**src/rtl/sprite_pkg.sv**
```systemverilog
// Shared encodings for the fighter sprite animation path.
//   character_state codes, move_state codes, frame limits, the FSM state type,
//   and the registered output bundle driven by sprite_anim_sequencer.
package sprite_pkg;

  localparam int unsigned CS_W    = 3;
  localparam int unsigned MS_W    = 2;
  localparam int unsigned FRAME_W = 2;

  localparam logic [CS_W-1:0] CS_IDLE  = 3'b000;
  localparam logic [CS_W-1:0] CS_PUNCH = 3'b001;
  localparam logic [CS_W-1:0] CS_INJ   = 3'b010;

  localparam logic [MS_W-1:0] MS_STAND = 2'b00;
  localparam logic [MS_W-1:0] MS_FWD   = 2'b01;
  localparam logic [MS_W-1:0] MS_BACK  = 2'b10;

  localparam logic [FRAME_W-1:0] LAST_FRAME = 2'd3;

  typedef enum logic [1:0] {
    ST_IDLE  = 2'd0,
    ST_PUNCH = 2'd1,
    ST_INJ   = 2'd2
  } anim_state_e;

  // Registered outputs toward the sprite colour path.
  typedef struct packed {
    logic [CS_W-1:0]    character_state;
    logic [MS_W-1:0]    move_state;
    logic [FRAME_W-1:0] frame;
    logic               busy;
    logic               action_done;
  } anim_out_t;

  // First frame of a punch or injury sequence.
  function automatic anim_out_t seq_start(input logic [CS_W-1:0] cs);
    seq_start = '{character_state: cs, move_state: MS_STAND,
                  frame: FRAME_W'(0), busy: 1'b1, action_done: 1'b0};
  endfunction

  // Normal completion of a sequence: back to standing idle, one done pulse.
  function automatic anim_out_t seq_end();
    seq_end = '{character_state: CS_IDLE, move_state: MS_STAND,
                frame: FRAME_W'(0), busy: 1'b0, action_done: 1'b1};
  endfunction

endpackage

```
**src/rtl/frame_tick_gen.sv**
```systemverilog
// Frame-rate tick generator: one-cycle tick every TICK_DIV clk cycles.
//   clk, rst_n : clock, async active-low reset
//   tick       : high in the cycle the counter sits at TICK_DIV-1
module frame_tick_gen #(
  parameter int unsigned TICK_DIV = 12_500_000
) (
  input  logic clk,
  input  logic rst_n,
  output logic tick
);

  localparam int unsigned CNT_W = (TICK_DIV > 2) ? $clog2(TICK_DIV) : 1;
  localparam logic [CNT_W-1:0] CNT_MAX = CNT_W'(TICK_DIV - 1);

  logic [CNT_W-1:0] cnt_q, cnt_d;

  // Decode of a flop, so the tick is clean and aligned to the wrap.
  assign tick = (cnt_q == CNT_MAX);

  always_comb begin
    cnt_d = cnt_q + CNT_W'(1);
    if (tick) cnt_d = '0;
  end

  always_ff @(posedge clk or negedge rst_n) begin
    if (!rst_n) cnt_q <= '0;
    else        cnt_q <= cnt_d;
  end

endmodule

```
**src/rtl/sprite_anim_sequencer.sv**
```systemverilog
// Per-fighter animation sequencer: arbitrates hit/attack/move requests and
// steps punch and injury frame sequences on a shared frame tick.
//   attack_req, hit_req : level inputs, rising edge = request
//   move_fwd, move_back : walking direction levels
//   character_state, move_state, frame, busy : registered sprite selects
//   action_done : one-cycle pulse on normal sequence completion
//   frame_tick  : exported frame-rate pulse
module sprite_anim_sequencer
  import sprite_pkg::*;
#(
  parameter int unsigned TICK_DIV = 12_500_000
) (
  input  logic                clk,
  input  logic                rst_n,
  input  logic                attack_req,
  input  logic                hit_req,
  input  logic                move_fwd,
  input  logic                move_back,
  output logic [CS_W-1:0]     character_state,
  output logic [MS_W-1:0]     move_state,
  output logic [FRAME_W-1:0]  frame,
  output logic                busy,
  output logic                action_done,
  output logic                frame_tick
);

  logic        tick;
  anim_state_e state_q, state_d;
  anim_out_t   out_q, out_d;
  logic        atk_prev_q, hit_prev_q;
  logic        atk_pend_q, atk_pend_d;
  logic        hit_pend_q, hit_pend_d;
  logic        atk_rise, hit_rise;
  logic        atk_clr, hit_clr;

  frame_tick_gen #(.TICK_DIV(TICK_DIV)) u_tick (
    .clk  (clk),
    .rst_n(rst_n),
    .tick (tick)
  );

  assign frame_tick      = tick;
  assign character_state = out_q.character_state;
  assign move_state      = out_q.move_state;
  assign frame           = out_q.frame;
  assign busy            = out_q.busy;
  assign action_done     = out_q.action_done;

  assign atk_rise = attack_req & ~atk_prev_q;
  assign hit_rise = hit_req & ~hit_prev_q;

  // Next-state, next-output and pend-flag clear decisions; only ticks move the FSM.
  always_comb begin
    state_d           = state_q;
    out_d             = out_q;
    out_d.action_done = 1'b0;
    atk_clr           = 1'b0;
    hit_clr           = 1'b0;
    if (tick) begin
      case (state_q)
        ST_IDLE: begin
          if (hit_pend_q) begin
            // Hit outranks attack; a pending attack is dropped with it.
            state_d = ST_INJ;
            out_d   = seq_start(CS_INJ);
            hit_clr = 1'b1;
            atk_clr = 1'b1;
          end else if (atk_pend_q) begin
            state_d = ST_PUNCH;
            out_d   = seq_start(CS_PUNCH);
            atk_clr = 1'b1;
          end else begin
            case ({move_fwd, move_back})
              2'b10: begin
                out_d.move_state = MS_FWD;
                out_d.frame      = (out_q.frame == FRAME_W'(0)) ? FRAME_W'(1) : FRAME_W'(0);
              end
              2'b01: begin
                out_d.move_state = MS_BACK;
                out_d.frame      = (out_q.frame == FRAME_W'(0)) ? FRAME_W'(2) : FRAME_W'(0);
              end
              default: begin
                out_d.move_state = MS_STAND;
                out_d.frame      = FRAME_W'(0);
              end
            endcase
          end
        end
        ST_PUNCH: begin
          // No queued combos: an attack raised mid-punch is thrown away.
          atk_clr = 1'b1;
          if (hit_pend_q) begin
            state_d = ST_INJ;
            out_d   = seq_start(CS_INJ);
            hit_clr = 1'b1;
          end else if (out_q.frame == LAST_FRAME) begin
            state_d = ST_IDLE;
            out_d   = seq_end();
          end else begin
            out_d.frame = out_q.frame + FRAME_W'(1);
          end
        end
        ST_INJ: begin
          // Hit-stun: every request seen during injury is discarded.
          atk_clr = 1'b1;
          hit_clr = 1'b1;
          if (out_q.frame == LAST_FRAME) begin
            state_d = ST_IDLE;
            out_d   = seq_end();
          end else begin
            out_d.frame = out_q.frame + FRAME_W'(1);
          end
        end
        default: begin
          state_d = ST_IDLE;
          out_d   = '0;
        end
      endcase
    end
    // A clear also swallows an edge arriving in the same cycle.
    atk_pend_d = atk_clr ? 1'b0 : (atk_pend_q | atk_rise);
    hit_pend_d = hit_clr ? 1'b0 : (hit_pend_q | hit_rise);
  end

  always_ff @(posedge clk or negedge rst_n) begin
    if (!rst_n) begin
      state_q    <= ST_IDLE;
      out_q      <= '0;
      atk_prev_q <= 1'b0;
      hit_prev_q <= 1'b0;
      atk_pend_q <= 1'b0;
      hit_pend_q <= 1'b0;
    end else begin
      state_q    <= state_d;
      out_q      <= out_d;
      atk_prev_q <= attack_req;
      hit_prev_q <= hit_req;
      atk_pend_q <= atk_pend_d;
      hit_pend_q <= hit_pend_d;
    end
  end

endmodule

```
**config.mk**
```make
export PLATFORM = sky130hd
export DESIGN_NAME = sprite_anim_sequencer
export DESIGN_NICKNAME = d
export VERILOG_FILES = /design/src/rtl/sprite_pkg.sv /design/src/rtl/frame_tick_gen.sv /design/src/rtl/sprite_anim_sequencer.sv
export SDC_FILE = /design/constraint.sdc
export NUM_CORES = 1
export LEC_CHECK = 0
export CAP_MARGIN = 10
export CORE_ASPECT_RATIO = 2
export CORE_MARGIN = 2
export CORE_UTILIZATION = 62
export CTS_CLUSTER_DIAMETER = 40
export CTS_CLUSTER_SIZE = 30
export DETAILED_ROUTE_END_ITERATION = 8
export PLACE_DENSITY = 0.84
export SLEW_MARGIN = 20
export SYNTH_ARGS = -nofsm -noshare
export SYNTH_HDL_FRONTEND = slang
export SYNTH_SLANG_ARGS = --single-unit
```
**constraint.sdc**
```tcl
create_clock -name clk -period 5.7 [get_ports clk]
set_clock_uncertainty 0.15 [all_clocks]
set_input_delay 1.71 -clock clk [delete_from_list [all_inputs] [get_ports clk]]
set_output_delay 1.71 -clock clk [all_outputs]
set_load 0.01 [all_outputs]
```
==> flow_summary.ini <==
[hold_path]
min_path_type = reg2reg
hold_depth = 1

[sta]
slew_viol_final = 0
max_slew.worst_pin.slew_ps = 835
tns_ps = 0
final.setup.worst_slack_ps = 1040
period_share = 0.817
relSlewSlack = 0.443
fin_hold_ws_ps = 333
setup-violations-final = 0
min_period_ps = 4660
max_freq_ghz = 0.215
hold_viol = 0
rsz0062_at_grt = no

[clock_network]
cts_tree = built
clk_latency_ps = 290
clk_pin_slew_ps = 70
clock_tree.buffer_depth = 2
root_buffer = clkbuf_8
cts_resized = 0
postCtsHoldBufs = 0
clock_sinks = 39
htree_levels = 2
cts_made_buffers = 5
post_cts_buffers = 0

[die]
row_count = 29
io_pins = 16
core_area_um2 = 3160
fp.dieW_um = 44.3
die_h_um = 84.7
die_area_um2 = 3760
start_util = 0.639

[place]
place.gp.congestion = 0.844
place_hpwl_um = 3090
placed_area_um2 = 2180
dp_slack_ps = 1350
port_buffers = 15

[routing]
postRouteAntennaNets = 0
via_per_inst = 6.27
avgRoutedWirePerCell_um = 16.8
first_pass_iters = 4
totalWireLength_um = 4170
drt_first_iter_violations = 31
via_count = 1554
drc = 0

[synth]
syn_inst = 197
syn_area_um2 = 2020
synth_seq_area_share = 0.484
avgSynthCellArea_um2 = 10.2
syn_nets = 213
synth_seq_cells = 39
yosysUniqueCellTypes = 40
yosysWarnings = 0

[worst_setup_path]
cp_slowest_cell = clkdlybuf4s50_1
crit_end = frame_tick
setup.worst_path.start = u_tick.cnt_q[0]
cp_max_fo = 14
critPathArrivalTime_ps = 2800
r2r_end = frame[1]
r2r-start = u_tick.cnt_q[0]
critPathLaunchType = flip-flop
cp.required_ps = 3840
critPathMaxStageDelay_ps = 630
cp-end-kind = output pin
path_class = reg2out
rrSetupSlack_ps = 3170
path_cells = ha_1 > and3_1 > nand4_2 > or2_2 > inv_1 > clkdlybuf4s50_1
r2r_cells = 6

[global_routing]
grt_pass1_vias = 1658
grt_pass1_wl_um = 7200
grtUsageTotal = 0.258
antenna_found_initial = 0
overflow = 0
grt_max_degree = 40

[finish]
drive_above_1_share = 0.0691
fin_nets = 232
syn_to_final_growth_pct = 12.3
diodes = 0
final_core_util = 0.718
postLayoutCellArea_um2 = 2270

[power_and_ir_drop]
power.leakage_nw = 1.03
powerDensity_nw_per_um2 = 207
ir_drop_v = 0.000210

[run]
drv_cap = 0

[status]
status = finished, final reports clean
==> report_power, final <==
part	switching, mW	leakage [nW]	internal [mW]
registers	0.000164	0.516	0.277
clock network	0.0958	0.0422	0.0859
logic	0.00674	0.470	0.00378
==> synth_stat cells (all sizes together) <==
master	number	area, µm²
a21boi	1	7.51
a21oi	10	50.1
a22o	7	61.3
and2	3	18.8
and3	2	12.5
and3b	2	17.5
and4	1	8.76
and4b	1	10.0
buf	3	17.5
dfrtp	39	976
ha	10	125
inv	15	56.3
mux2	2	22.5
mux2i	3	30.0
nand2	7	26.3
nand2b	1	6.26
nand3	9	50.1
nand4	6	50.0
nand4b	2	17.5
nor2	18	67.6
nor2b	2	12.5
nor3	6	35.0
nor3b	1	7.51
nor4	4	25.0
nor4b	1	8.76
o21ai	9	45.0
o221ai	1	8.76
o22ai	1	6.26
o31ai	2	15.0
o41ai	2	17.5
or2	2	12.5
or3	6	37.5
or3b	1	8.76
or4	2	15.0
xnor2	11	96.3
xor2	4	35.0
==> kinds of logic after synthesis <==
logic type | Yosys count | synth area share
compound gates | 33 | 0.105
xor+xnor | 15 | 0.0651
fa+ha+maj | 10 | 0.0620
buf+inv | 18 | 0.0366
flops | 39 | 0.484
mux | 5 | 0.0260
simple gates | 77 | 0.222
==> worst min path at each step <==
stage / startpoint / endpoint / slack (ps)
2_1_floorplan: u_tick.cnt_q[23] / u_tick.cnt_q[23] / 280
3_3_place_gp: u_tick.cnt_q[23] / u_tick.cnt_q[23] / 310
3_5_place_dp: u_tick.cnt_q[23] / u_tick.cnt_q[23] / 320
4_1_cts: u_tick.cnt_q[23] / u_tick.cnt_q[23] / 330
5_1_grt: u_tick.cnt_q[23] / u_tick.cnt_q[23] / 370
6_report: u_tick.cnt_q[23] / u_tick.cnt_q[23] / 330
==> layer usage <==
layer | part of all wire | vias to the layer above | GRT usage
li1 | - | 734 | -
met1 | 0.36 | 758 | 0.281
met2 | 0.57 | 44 | 0.449
met3 | 0.026 | 18 | 0.0430
met4 | 0.039 | 0 | 0.143
met5 | 0 | - | 0
==> cell usage in the layout (no fill, tap or decap), types with 2 or more instances in the layout <==
cell and instances:
a21oi_1 10, a22o_1 7, and2_1 3, and3_1 2
and3b_1 2, clkbuf_1 2, clkbuf_8 5, clkdlybuf4s50_1 14
dfrtp_1 39, ha_1 10, inv_1 15, mux2_2 2
mux2i_1 3, nand2_1 7, nand3_1 8, nand4_1 4
nand4_2 2, nand4b_1 2, nor2_1 18, nor2b_1 2
nor3_1 5, nor4_1 4, o21ai_0 9, o31ai_1 2
o41ai_1 2, or2_2 2, or3_1 6, or4_1 2
xnor2_1 11, xor2_1 4
==> stage by stage <==
stage / power (mW) / std cells
floorplan: 0.285 / 197
global placement: 0.293 / 240
detailed placement: 0.294 / 240
CTS: 0.471 / 248
global route: 0.482 / 248
finish: 0.470 / 248
==> flip-flops by register name (all words and copies together) (netlist names) <==
| register | count |
|---|---|
| u_tick.cnt_q | 24 |
| state_q | 2 |
| busy | 1 |
| action_done | 1 |
| hit_prev_q | 1 |
| frame | 2 |
| character_state | 3 |
| hit_pend_q | 1 |
| atk_pend_q | 1 |
| move_state | 2 |
| atk_prev_q | 1 |
==> area by class of cell <==
cell class	instances	area (µm²)
Inverter	15	56.3
Clock buffer	7	76.3
Timing Repair Buffer	15	145
Multi-Input combinational cell	140	968
Clock inverter	1	5.00
Sequential cell	39	976
Tap cell	31	38.8
Fill cell	237	891
==> critical path, delay by kind of cell, from the launching register on <==
kind / cells / cell delay (ps)
DFF: 1 / 400
buffers and inverters: 2 / 1000
adders and majority gates: 1 / 220
and+or+nand+nor: 3 / 880
Note: power is estimated with default switching activity, not from simulation.
==> patch: new RTL, same settings <==
`TICK_DIV` is set to 12_500_000 in 2 places; all go to 25_000_000.
--- a/src/rtl/frame_tick_gen.sv
+++ b/src/rtl/frame_tick_gen.sv
@@ -3,5 +3,5 @@
 //   tick       : high in the cycle the counter sits at TICK_DIV-1
 module frame_tick_gen #(
-  parameter int unsigned TICK_DIV = 12_500_000
+  parameter int unsigned TICK_DIV = 25_000_000
 ) (
   input  logic clk,
--- a/src/rtl/sprite_anim_sequencer.sv
+++ b/src/rtl/sprite_anim_sequencer.sv
@@ -9,5 +9,5 @@
   import sprite_pkg::*;
 #(
-  parameter int unsigned TICK_DIV = 12_500_000
+  parameter int unsigned TICK_DIV = 25_000_000
 ) (
   input  logic                clk,
Function: same outputs for any inputs over 10 cycles, from zero or initial values and one cycle with rst_n low; that may be too few to reach the edited logic, so the function may still have changed.
==> patch against the original RTL <==
Synthesized cell count up 1.0%; synthesized area down 2.4%; cell area down 0.99%; sequential share of layout area up 1.5 points; power up 5.9%; worst setup slack worse by 0.052 ns; routed wire length up 6.5%; sequential cell count up 1; critical endpoint unchanged; largest cell class unchanged.
==> patch: results (changes against the original RTL) <==
Worst setup path
  – CP peak stage delay: 0.61 ns (was 0.63 ns)
  – CP max FO: 18 (was 14)
  – Worst path top cell family by delay: simple AND/OR/NAND/NOR gates (was buffers and inverters)
  – Reg2reg start: u_tick.cnt_q[7]$_DFF_PN0_ (was u_tick.cnt_q[0]$_DFF_PN0_)
  – Worst R2R Setup Slack: 3.18 ns (was 3.17 ns)
  – R2r endpoint: atk_pend_q$_DFF_PN0_ (was frame[1]$_DFFE_PN0N_)

Finish
  – Max FFs per register: 25 (was 24)
  – Signal buffers share of area: 6.470% (was 6.405%)
  – Register Area: 1001 sq um (was 975.9 sq um)
  – Filler instances: 248 (was 237)
  – Clock Network Area Fraction: 4.294% (was 3.589%)
  – Area of the multi-input gates: 920.9 sq um (was 968.4 sq um)
  – Share of cells above drive strength 1: 5.909% (was 6.912%)
  – Count of multi-input gates: 147 (was 140)
  – Final nets: 236 (was 232)

Logic synthesis
  – Xor-xnor portion of the synthesized cell area: 8.889% (was 6.510%)
  – Main area contributors after synthesis: dfrtp_1 (51%), ha_1 (6.3%), xor2_1 (5.3%) (was dfrtp_1 (48%), ha_1 (6.2%), xnor2_1 (4.8%))
  – Post-synthesis compound-gate area fraction: 8.190% (was 10.48%)
  – Post-synth top cells: dfrtp_1 (40), nor2_1 (27), o21ai_0 (15), nand2_1 (14), nand3_1 (14) (was dfrtp_1 (39), nor2_1 (18), inv_1 (15), xnor2_1 (11))
  – Sequential share of the synthesized area: 50.79% (was 48.36%)
  – Post-synthesis cell type count: 33 (was 40)
  – Synthesized-area fraction occupied by adder cells: 6.349% (was 6.200%)

Global route
  – GRT Resource Usage Total: 27.65% (was 25.82%)
  – First-pass GRT wire length: 7472 um (was 7203 um)
  – Vias in the first global route: 1675 (was 1658)
  – Largest net degree at the start of global routing: 41 (was 40)

Placement
  – Post-DP HPWL: 3237 um (was 3095 um)
  – PortBufs: 15 (unchanged)

Worst hold path
  – Hold Path Origin: busy$_DFFE_PN0P_ (was u_tick.cnt_q[23]$_DFF_PN0_)

CTS
  – Clk pin slew, worst setup/hold paths: 0.07 ns (about the same)
  – Post-CTS Resized: 0 (unchanged)
  – Clk sinks: 40 (was 39)

Drt
  – Post-DR vias/cell: 6.139 (was 6.266)
  – Routed WL: 4440 um (was 4168 um)
  – Initial drt markers: 56 (was 31)

Pwr
  – Flop pwr share: 57.2% (was 59.1%)
  – Static leakage: 0.001052 uW (was 0.001028 uW)
  – Max VDD drop: 205.8 uV (was 209.8 uV)
  – Net Switching: 101.5 uW (was 102.7 uW)
  – Total power: 497.0 uW (was 469.5 uW)
  – P_clk: 202 uW (was 182 uW)

Status
  – Status: finished, final reports clean (unchanged)
-- patch: stage by stage --
step	hold slack, ns	setup slack [ns]	cell area (sq um)	std cells	util, %
6_report	0.3301	0.9898	2243	251	71.89
5_1_grt	0.3550	0.8682	2243	251	71.89
2_1_floorplan	0.3030	2.141	1971	199	-
4_1_cts	0.3318	1.009	2243	251	71.89
3_5_place_dp	0.3155	1.335	2147	244	68.81
3_3_place_gp	0.3140	1.436	2147	244	68.81
-- patch: worst reg2reg max path, stage by stage (launching register included) --
cell	delay, ns
dfrtp_1	0.44
or4_1	0.55
nor3_2	0.21
nand3_1	0.31
clkinv_1	0.42
nand2b_4	0.13
o22a_1	0.18
-- patch: routing by layer --
metal	share of wire, %	global-route usage (%)	wire, um
met4	5.0	15.43	221
met2	57	50.67	2528
met3	3.8	3.896	169
met5	0	0	0
met1	34	27.42	1520
